===== src/rtl/riscv_muldiv_pkg.sv =====
`default_nettype none
// ============================================================================
// Module      : riscv_muldiv_pkg
// Description : Shared types and helpers for the RISC-V M-extension
//               multiply/divide unit: funct3 operation encodings, FSM state
//               encoding and two's-complement sign helpers.
// Ports       : none (package)
// Revision    : 1.0 - initial release
// ============================================================================
package riscv_muldiv_pkg;

    // Helpers work on a fixed wide vector; callers zero-extend their
    // operands in and size-cast the result back to their own width.
    // 128 bits covers the 2*DATA_W product of an RV64 build.
    localparam int MAX_W = 128;

    typedef enum logic [2:0] {
        OP_MUL    = 3'b000,
        OP_MULH   = 3'b001,
        OP_MULHSU = 3'b010,
        OP_MULHU  = 3'b011,
        OP_DIV    = 3'b100,
        OP_DIVU   = 3'b101,
        OP_REM    = 3'b110,
        OP_REMU   = 3'b111
    } muldiv_op_e;

    typedef enum logic [1:0] {
        ST_IDLE = 2'd0,
        ST_CALC = 2'd1,
        ST_FIX  = 2'd2,
        ST_DONE = 2'd3
    } muldiv_state_e;

    // Two's-complement negation; the low N bits are the N-bit negation.
    function automatic logic [MAX_W-1:0] neg_val(input logic [MAX_W-1:0] x);
        return -x;
    endfunction

    // Magnitude of a value whose sign has already been extracted by the
    // caller (neg = 1 means the N-bit operand was negative).
    function automatic logic [MAX_W-1:0] abs_val(input logic [MAX_W-1:0] x,
                                                 input logic             neg);
        return neg ? neg_val(x) : x;
    endfunction

endpackage : riscv_muldiv_pkg
`default_nettype wire


===== src/rtl/riscv_muldiv_unit.sv =====
`default_nettype none
// ============================================================================
// Module      : riscv_muldiv_unit
// Description : Iterative RV32M/RV64M multiply/divide unit. One radix-2
//               shift-add (multiply) or restoring-divide step per cycle on
//               operand magnitudes, followed by a sign fix-up cycle.
//               Divide-by-zero and signed overflow finish in one cycle.
// Config      : `define RISCV_MULDIV_FASTMUL_EN for a single-cycle
//               combinational multiplier (divide stays iterative).
// Ports       : clk    - clock, rising edge
//               reset  - asynchronous active-low reset
//               start  - operation request, sampled when not busy
//               flush  - abort operation in flight (wins over start)
//               funct3 - M-extension operation select
//               op_a   - rs1 (multiplicand / dividend)
//               op_b   - rs2 (multiplier / divisor)
//               busy   - operation in progress (CALC/FIX)
//               done   - one-cycle result-valid pulse
//               result - result, held until the next completion
// Revision    : 1.0 - initial release
// ============================================================================
module riscv_muldiv_unit
    import riscv_muldiv_pkg::*;
#(
    parameter int DATA_W = 32
) (
    input  logic              clk,
    input  logic              reset,
    input  logic              start,
    input  logic              flush,
    input  logic [2:0]        funct3,
    input  logic [DATA_W-1:0] op_a,
    input  logic [DATA_W-1:0] op_b,
    output logic              busy,
    output logic              done,
    output logic [DATA_W-1:0] result
);

    localparam int PW    = 2 * DATA_W;
    localparam int CNT_W = $clog2(DATA_W) + 1;
    localparam logic [DATA_W-1:0] MIN_INT = {1'b1, {(DATA_W-1){1'b0}}};

    muldiv_state_e     state_q;
    muldiv_op_e        op_q;
    logic              qneg_q;     // negate product / quotient in FIX
    logic              rneg_q;     // negate remainder in FIX
    logic [PW-1:0]     acc_q;      // {remainder|prod_hi, quotient|multiplier}
    logic [DATA_W-1:0] opnd_q;     // multiplicand or divisor magnitude
    logic [CNT_W-1:0]  cnt_q;
    logic              busy_q;
    logic              done_q;
    logic [DATA_W-1:0] result_q;

    // ------------------------------------------------------------------
    // Accept-time decode: operand signs, magnitudes and early-out results
    // ------------------------------------------------------------------
    muldiv_op_e        op_in;
    logic              is_div, a_signed, b_signed, sa, sb;
    logic [DATA_W-1:0] a_mag, b_mag;
    logic              div_zero, div_ovf, early;
    logic [DATA_W-1:0] early_res_d;
`ifdef RISCV_MULDIV_FASTMUL_EN
    logic [PW-1:0]     fast_mag, fast_prod;
`endif

    always_comb begin
        op_in    = muldiv_op_e'(funct3);
        is_div   = funct3[2];
        a_signed = !(op_in inside {OP_MULHU, OP_DIVU, OP_REMU});
        b_signed = op_in inside {OP_MUL, OP_MULH, OP_DIV, OP_REM};
        sa       = a_signed & op_a[DATA_W-1];
        sb       = b_signed & op_b[DATA_W-1];
        a_mag    = DATA_W'(abs_val(MAX_W'(op_a), sa));
        b_mag    = DATA_W'(abs_val(MAX_W'(op_b), sb));
        div_zero = (op_b == '0);
        div_ovf  = b_signed && (op_a == MIN_INT) && (op_b == '1);
        early    = is_div && (div_zero || div_ovf);
        early_res_d = '0;
        if (div_zero) begin
            // funct3[1] selects remainder
            early_res_d = funct3[1] ? op_a : '1;
        end else if (div_ovf) begin
            early_res_d = funct3[1] ? '0 : op_a;
        end
`ifdef RISCV_MULDIV_FASTMUL_EN
        fast_mag  = PW'(a_mag) * PW'(b_mag);
        fast_prod = PW'(abs_val(MAX_W'(fast_mag), sa ^ sb));
        if (!is_div) begin
            early       = 1'b1;
            early_res_d = (op_in == OP_MUL) ? fast_prod[DATA_W-1:0]
                                            : fast_prod[PW-1:DATA_W];
        end
`else
        fast_unused_guard();
`endif
    end

`ifndef RISCV_MULDIV_FASTMUL_EN
    function automatic void fast_unused_guard();
    endfunction
`endif

    // ------------------------------------------------------------------
    // Iteration step and sign fix-up
    // ------------------------------------------------------------------
    logic [DATA_W:0]   add_sum, trial;
    logic [PW-1:0]     acc_d;
    logic [CNT_W-1:0]  cnt_d;
    logic [PW-1:0]     prod_fix;
    logic [DATA_W-1:0] quo_fix, rem_fix, result_d;

    always_comb begin
        add_sum = {1'b0, acc_q[PW-1:DATA_W]} + {1'b0, opnd_q};
        // Shifted partial remainder needs DATA_W+1 bits; MSB of the
        // difference set means the trial subtraction borrowed.
        trial   = acc_q[PW-1:DATA_W-1] - {1'b0, opnd_q};
        if (op_q[2]) begin
            acc_d = trial[DATA_W] ? {acc_q[PW-2:0], 1'b0}
                                  : {trial[DATA_W-1:0], acc_q[DATA_W-2:0], 1'b1};
        end else begin
            acc_d = acc_q[0] ? {add_sum, acc_q[DATA_W-1:1]}
                             : {1'b0, acc_q[PW-1:1]};
        end
        cnt_d    = cnt_q + CNT_W'(1);

        prod_fix = PW'(abs_val(MAX_W'(acc_q), qneg_q));
        quo_fix  = DATA_W'(abs_val(MAX_W'(acc_q[DATA_W-1:0]), qneg_q));
        rem_fix  = DATA_W'(abs_val(MAX_W'(acc_q[PW-1:DATA_W]), rneg_q));
        case (op_q)
            OP_MUL:                      result_d = prod_fix[DATA_W-1:0];
            OP_MULH, OP_MULHSU, OP_MULHU: result_d = prod_fix[PW-1:DATA_W];
            OP_DIV, OP_DIVU:             result_d = quo_fix;
            default:                     result_d = rem_fix;
        endcase
    end

    // ------------------------------------------------------------------
    // Control FSM with registered outputs
    // ------------------------------------------------------------------
    always_ff @(posedge clk or negedge reset) begin
        if (!reset) begin
            state_q  <= ST_IDLE;
            op_q     <= OP_MUL;
            qneg_q   <= 1'b0;
            rneg_q   <= 1'b0;
            acc_q    <= '0;
            opnd_q   <= '0;
            cnt_q    <= '0;
            busy_q   <= 1'b0;
            done_q   <= 1'b0;
            result_q <= '0;
        end else if (flush) begin
            state_q <= ST_IDLE;
            busy_q  <= 1'b0;
            done_q  <= 1'b0;
        end else begin
            case (state_q)
                ST_IDLE, ST_DONE: begin
                    state_q <= ST_IDLE;
                    busy_q  <= 1'b0;
                    done_q  <= 1'b0;
                    if (start) begin
                        op_q   <= op_in;
                        qneg_q <= sa ^ sb;
                        rneg_q <= sa;
                        cnt_q  <= '0;
                        if (early) begin
                            result_q <= early_res_d;
                            done_q   <= 1'b1;
                            state_q  <= ST_DONE;
                        end else begin
                            // Divide shifts the dividend out of the low half;
                            // multiply shifts the multiplier out of it.
                            acc_q   <= {{DATA_W{1'b0}}, is_div ? a_mag : b_mag};
                            opnd_q  <= is_div ? b_mag : a_mag;
                            busy_q  <= 1'b1;
                            state_q <= ST_CALC;
                        end
                    end
                end
                ST_CALC: begin
                    acc_q <= acc_d;
                    cnt_q <= cnt_d;
                    if (cnt_d == CNT_W'(DATA_W)) begin
                        state_q <= ST_FIX;
                    end
                end
                ST_FIX: begin
                    result_q <= result_d;
                    busy_q   <= 1'b0;
                    done_q   <= 1'b1;
                    state_q  <= ST_DONE;
                end
                default: begin
                    state_q <= ST_IDLE;
                    busy_q  <= 1'b0;
                    done_q  <= 1'b0;
                end
            endcase
        end
    end

    assign busy   = busy_q;
    assign done   = done_q;
    assign result = result_q;

endmodule : riscv_muldiv_unit
`default_nettype wire


===== config.mk =====
export PLATFORM = sky130hd
export DESIGN_NAME = riscv_muldiv_unit
export DESIGN_NICKNAME = d
export VERILOG_FILES = /design/src/rtl/riscv_muldiv_pkg.sv /design/src/rtl/riscv_muldiv_unit.sv
export SDC_FILE = /design/constraint.sdc
export NUM_CORES = 1
export LEC_CHECK = 0
export CAP_MARGIN = 15
export CELL_PAD_IN_SITES_DETAIL_PLACEMENT = 1
export CELL_PAD_IN_SITES_GLOBAL_PLACEMENT = 2
export CORE_UTILIZATION = 36
export CTS_BUF_LIST = sky130_fd_sc_hd__clkbuf_16
export DETAILED_ROUTE_END_ITERATION = 10
export GPL_ROUTABILITY_DRIVEN = 0
export PLACE_DENSITY_LB_ADDON = 0.12
export SLEW_MARGIN = 0
export SYNTH_ARGS = -nofsm -noshare
export SYNTH_HDL_FRONTEND = slang
export SYNTH_SLANG_ARGS = --single-unit

===== constraint.sdc =====
create_clock -name clk -period 4.6 [get_ports clk]
set_clock_uncertainty 0.05 [all_clocks]
set_input_delay 0.92 -clock clk [delete_from_list [all_inputs] [get_ports clk]]
set_output_delay 0.92 -clock clk [all_outputs]
set_load 0.02 [all_outputs]

==> reports/qor.yml <==
worst_setup_path:
  worstSetupEndpoint: "acc_q[40]"
  cp_slowest_cell: "dfrtp_1"
  crit_required_ns: 4.90
  reg2reg_to: "acc_q[40]"
  crit_family: "compound AO/OA/AOI/OAI gates"
  crit_start: "acc_q[37]"
  arrival_ns: 4.39
  cp_num_cells: 12
  r2r_slack_ns: 0.50
  path_cells: "ha_1 -> o21a_1 -> o2111ai_1 -> o21ba_2 -> o21ai_0 -> buf_4 -> o2111ai_1 -> o211ai_1 -> buf_12 -> mux2_2 -> a21oi_1 -> o21ai_0"
  path_buf_inv: 2
  slowest_delay_ns: 0.68
  endpoint_kind: "flop"
  cp-start-kind: "flop"
  worstReg2RegStart: "acc_q[37]"
  cp_max_fo: 50
  r2r_cells: 12
  path_class: "reg2reg"
route:
  routed_wl_microns: 67800
  drc_errors: 0
  postRouteAntennaNets: 0
  vias: 16393
  post_drt_wl_per_cell_microns: 25.3
  vias_per_cell: 6.11
  first_iter_violations: 1299
  drt_first_pass_iters: 5
pwr:
  power_density_nw_per_um2: 788
  ir_drop_mv: 0.395
  totalPowerFinal_mw: 14.2
  leakage_nw: 7.51
layout:
  drive_gt1_share_pct: 11.8
  fill_cells: 5159
  multi_input_area_sq_um: 11000
  finalCoreUtilization_pct: 42.8
  syn2layout_area_growth_pct: 16.7
  fin_nets: 2274
  layout.area.seq_sq_um: 3580
global_route:
  top_usage_layer: "met1"
  grt_pass1_wl_microns: 102000
  grt_pass1_vias: 16018
  antenna_found_initial: 3
  grt-ovfl-total: 0
  grtUsageMet1_pct: 46.2
  grt_max_degree: 77
  globalRouteTotalUtil_pct: 31.0
  use_met2_pct: 45.6
  grt_use_met3_pct: 5.00
synthesis:
  synth_fp_nets: 2193
  ys_async_sr_fraction_pct: 100
  synth_area_leaders: "dfrtp_1, a21oi_1, o21ai_0"
  yosysTopAreaCell: "dfrtp_1"
  syn_avg_cell_area_sq_um: 7.55
  synth_top_area_share_pct: 23.1
  synth_common_cells: "a21oi_1, nand2_1, o21ai_0, dfrtp_1, nor2_1"
  ys_warn_count: 0
  synth_edf_count: 0
  ys_ff_latch: 143
  yosysMostFrequentCell: "a21oi_1"
  netlist_area_sq_um: 15500
  ys_dominant_reg_cell: "dfrtp_1"
  ys_types: 82
  seq_area_frac_synth_pct: 23.1
  syn_inst: 2048
floorplanning:
  row_count: 75
  die_area_sq_um: 43800
  ios: 105
  die_h_microns: 209
  initial_core_util_pct: 36.7
  die_x_microns: 209
  core_area_sq_um: 42100
sta:
  whs_ns: 0.415
  fmax_mhz: 244
  fin_ws_ns: 0.503
  rsz0062_at_grt: "no"
  fin_crit_sh_pct: 89.1
  setup_viol: 0
  tns_ns: 0
  slew_violations: 0
  maxSlewHeadroom_pct: 32.4
  tightest_slew_ns: 1.01
  finalHoldViolCount: 0
  post-route-min-period_ns: 4.10
clock_network:
  ctsLongestPathBuffers: 2
  cts_tree: "yes"
  clock_sinks: 143
  cts_setup_buffers: 0
  clk_pin_slew_ns: 0.07
  cts_root_buffer: "clkbuf_16"
  h-tree-depth: 4
  cts_resized: 0
  ctsHoldBuffers: 0
  worstSkewPairLatency_ns: 0.47
  cts_buffers: 17
run:
  cap_viol_max_count: 0
run_status:
  outcome: "completed"
hold_path:
  min_path_type: "in2async"
placed_design:
  place_ws_ns: 0.0740
  hpwl_microns: 53800
  portBuffers: 104
## layout make-up
cell class | count | share of cell area [%]
timing repair buffer | 216 | 10.7
sequential | 143 | 19.8
multi-input combinational | 1685 | 61.1
clock inverter | 15 | 0.887
clock buffer | 17 | 2.36
tap | 539 | 3.74
inverter | 66 | 1.37
antenna | 2 | 0.0277
## power by group
group / switching (mW) / internal (mW) / total [mW]
clock network: 0.692 / 0.772 / 1.46
logic: 6.33 / 3.85 / 10.2
registers: 0.860 / 1.73 / 2.59
total: 7.88 / 6.35 / 14.2
## flip-flops by register name, indices dropped and copies added, names as in the netlist, 2 cells and up
register and count:
acc_q 64, cnt_q 6, op_q 3, opnd_q 32, result 32, state_q 2
## worst min-delay path by stage
stage	start	to	slack (ns)
3_5_place_dp	result[11]	result[11]	0.42
2_1_floorplan	cnt_q[1]	cnt_q[1]	0.42
5_1_grt	result[9]	result[9]	0.46
3_3_place_gp	result[15]	result[15]	0.42
6_report	reset	acc_q[43]	0.42
4_1_cts	result[11]	result[11]	0.44
## placed cells by master, fill, tap and decap left out, types with 65 or more instances in the layout
cell	instances
inv_1	65
nor2_1	142
clkdlybuf4s50_1	102
nand2_1	226
ha_1	71
xnor2_1	94
o21ai_0	189
dfrtp_1	141
buf_4	109
xor2_1	94
a21oi_1	231
## logic make-up after synthesis
logic type               synth area share [%]
buffers and inverters                    5.73
XOR/XNOR                                 10.6
AND/OR/NAND/NOR                          19.4
flip-flops                               23.1
adder cells (fa/ha/maj)                  6.08
multiplexers                             5.28
AO/OA/AOI/OAI                            29.7
## metrics by stage
stage          std cells  instance area (sq um)
2_1_floorplan       2048                  15500
3_3_place_gp        2649                  17500
3_5_place_dp        2649                  17500
4_1_cts             2681                  18000
5_1_grt             2681                  18000
6_report            2683                  18100
## routing by layer
| metal | vias to the layer above | wire (microns) |
|---|---|---|
| met2 | 476 | 28800 |
| met3 | 66 | 4110 |
| met1 | 8195 | 33400 |
| met5 | - | 0 |
| li1 | 7656 | - |
| met4 | 0 | 1460 |
Note: power is estimated with default switching activity, not from simulation.
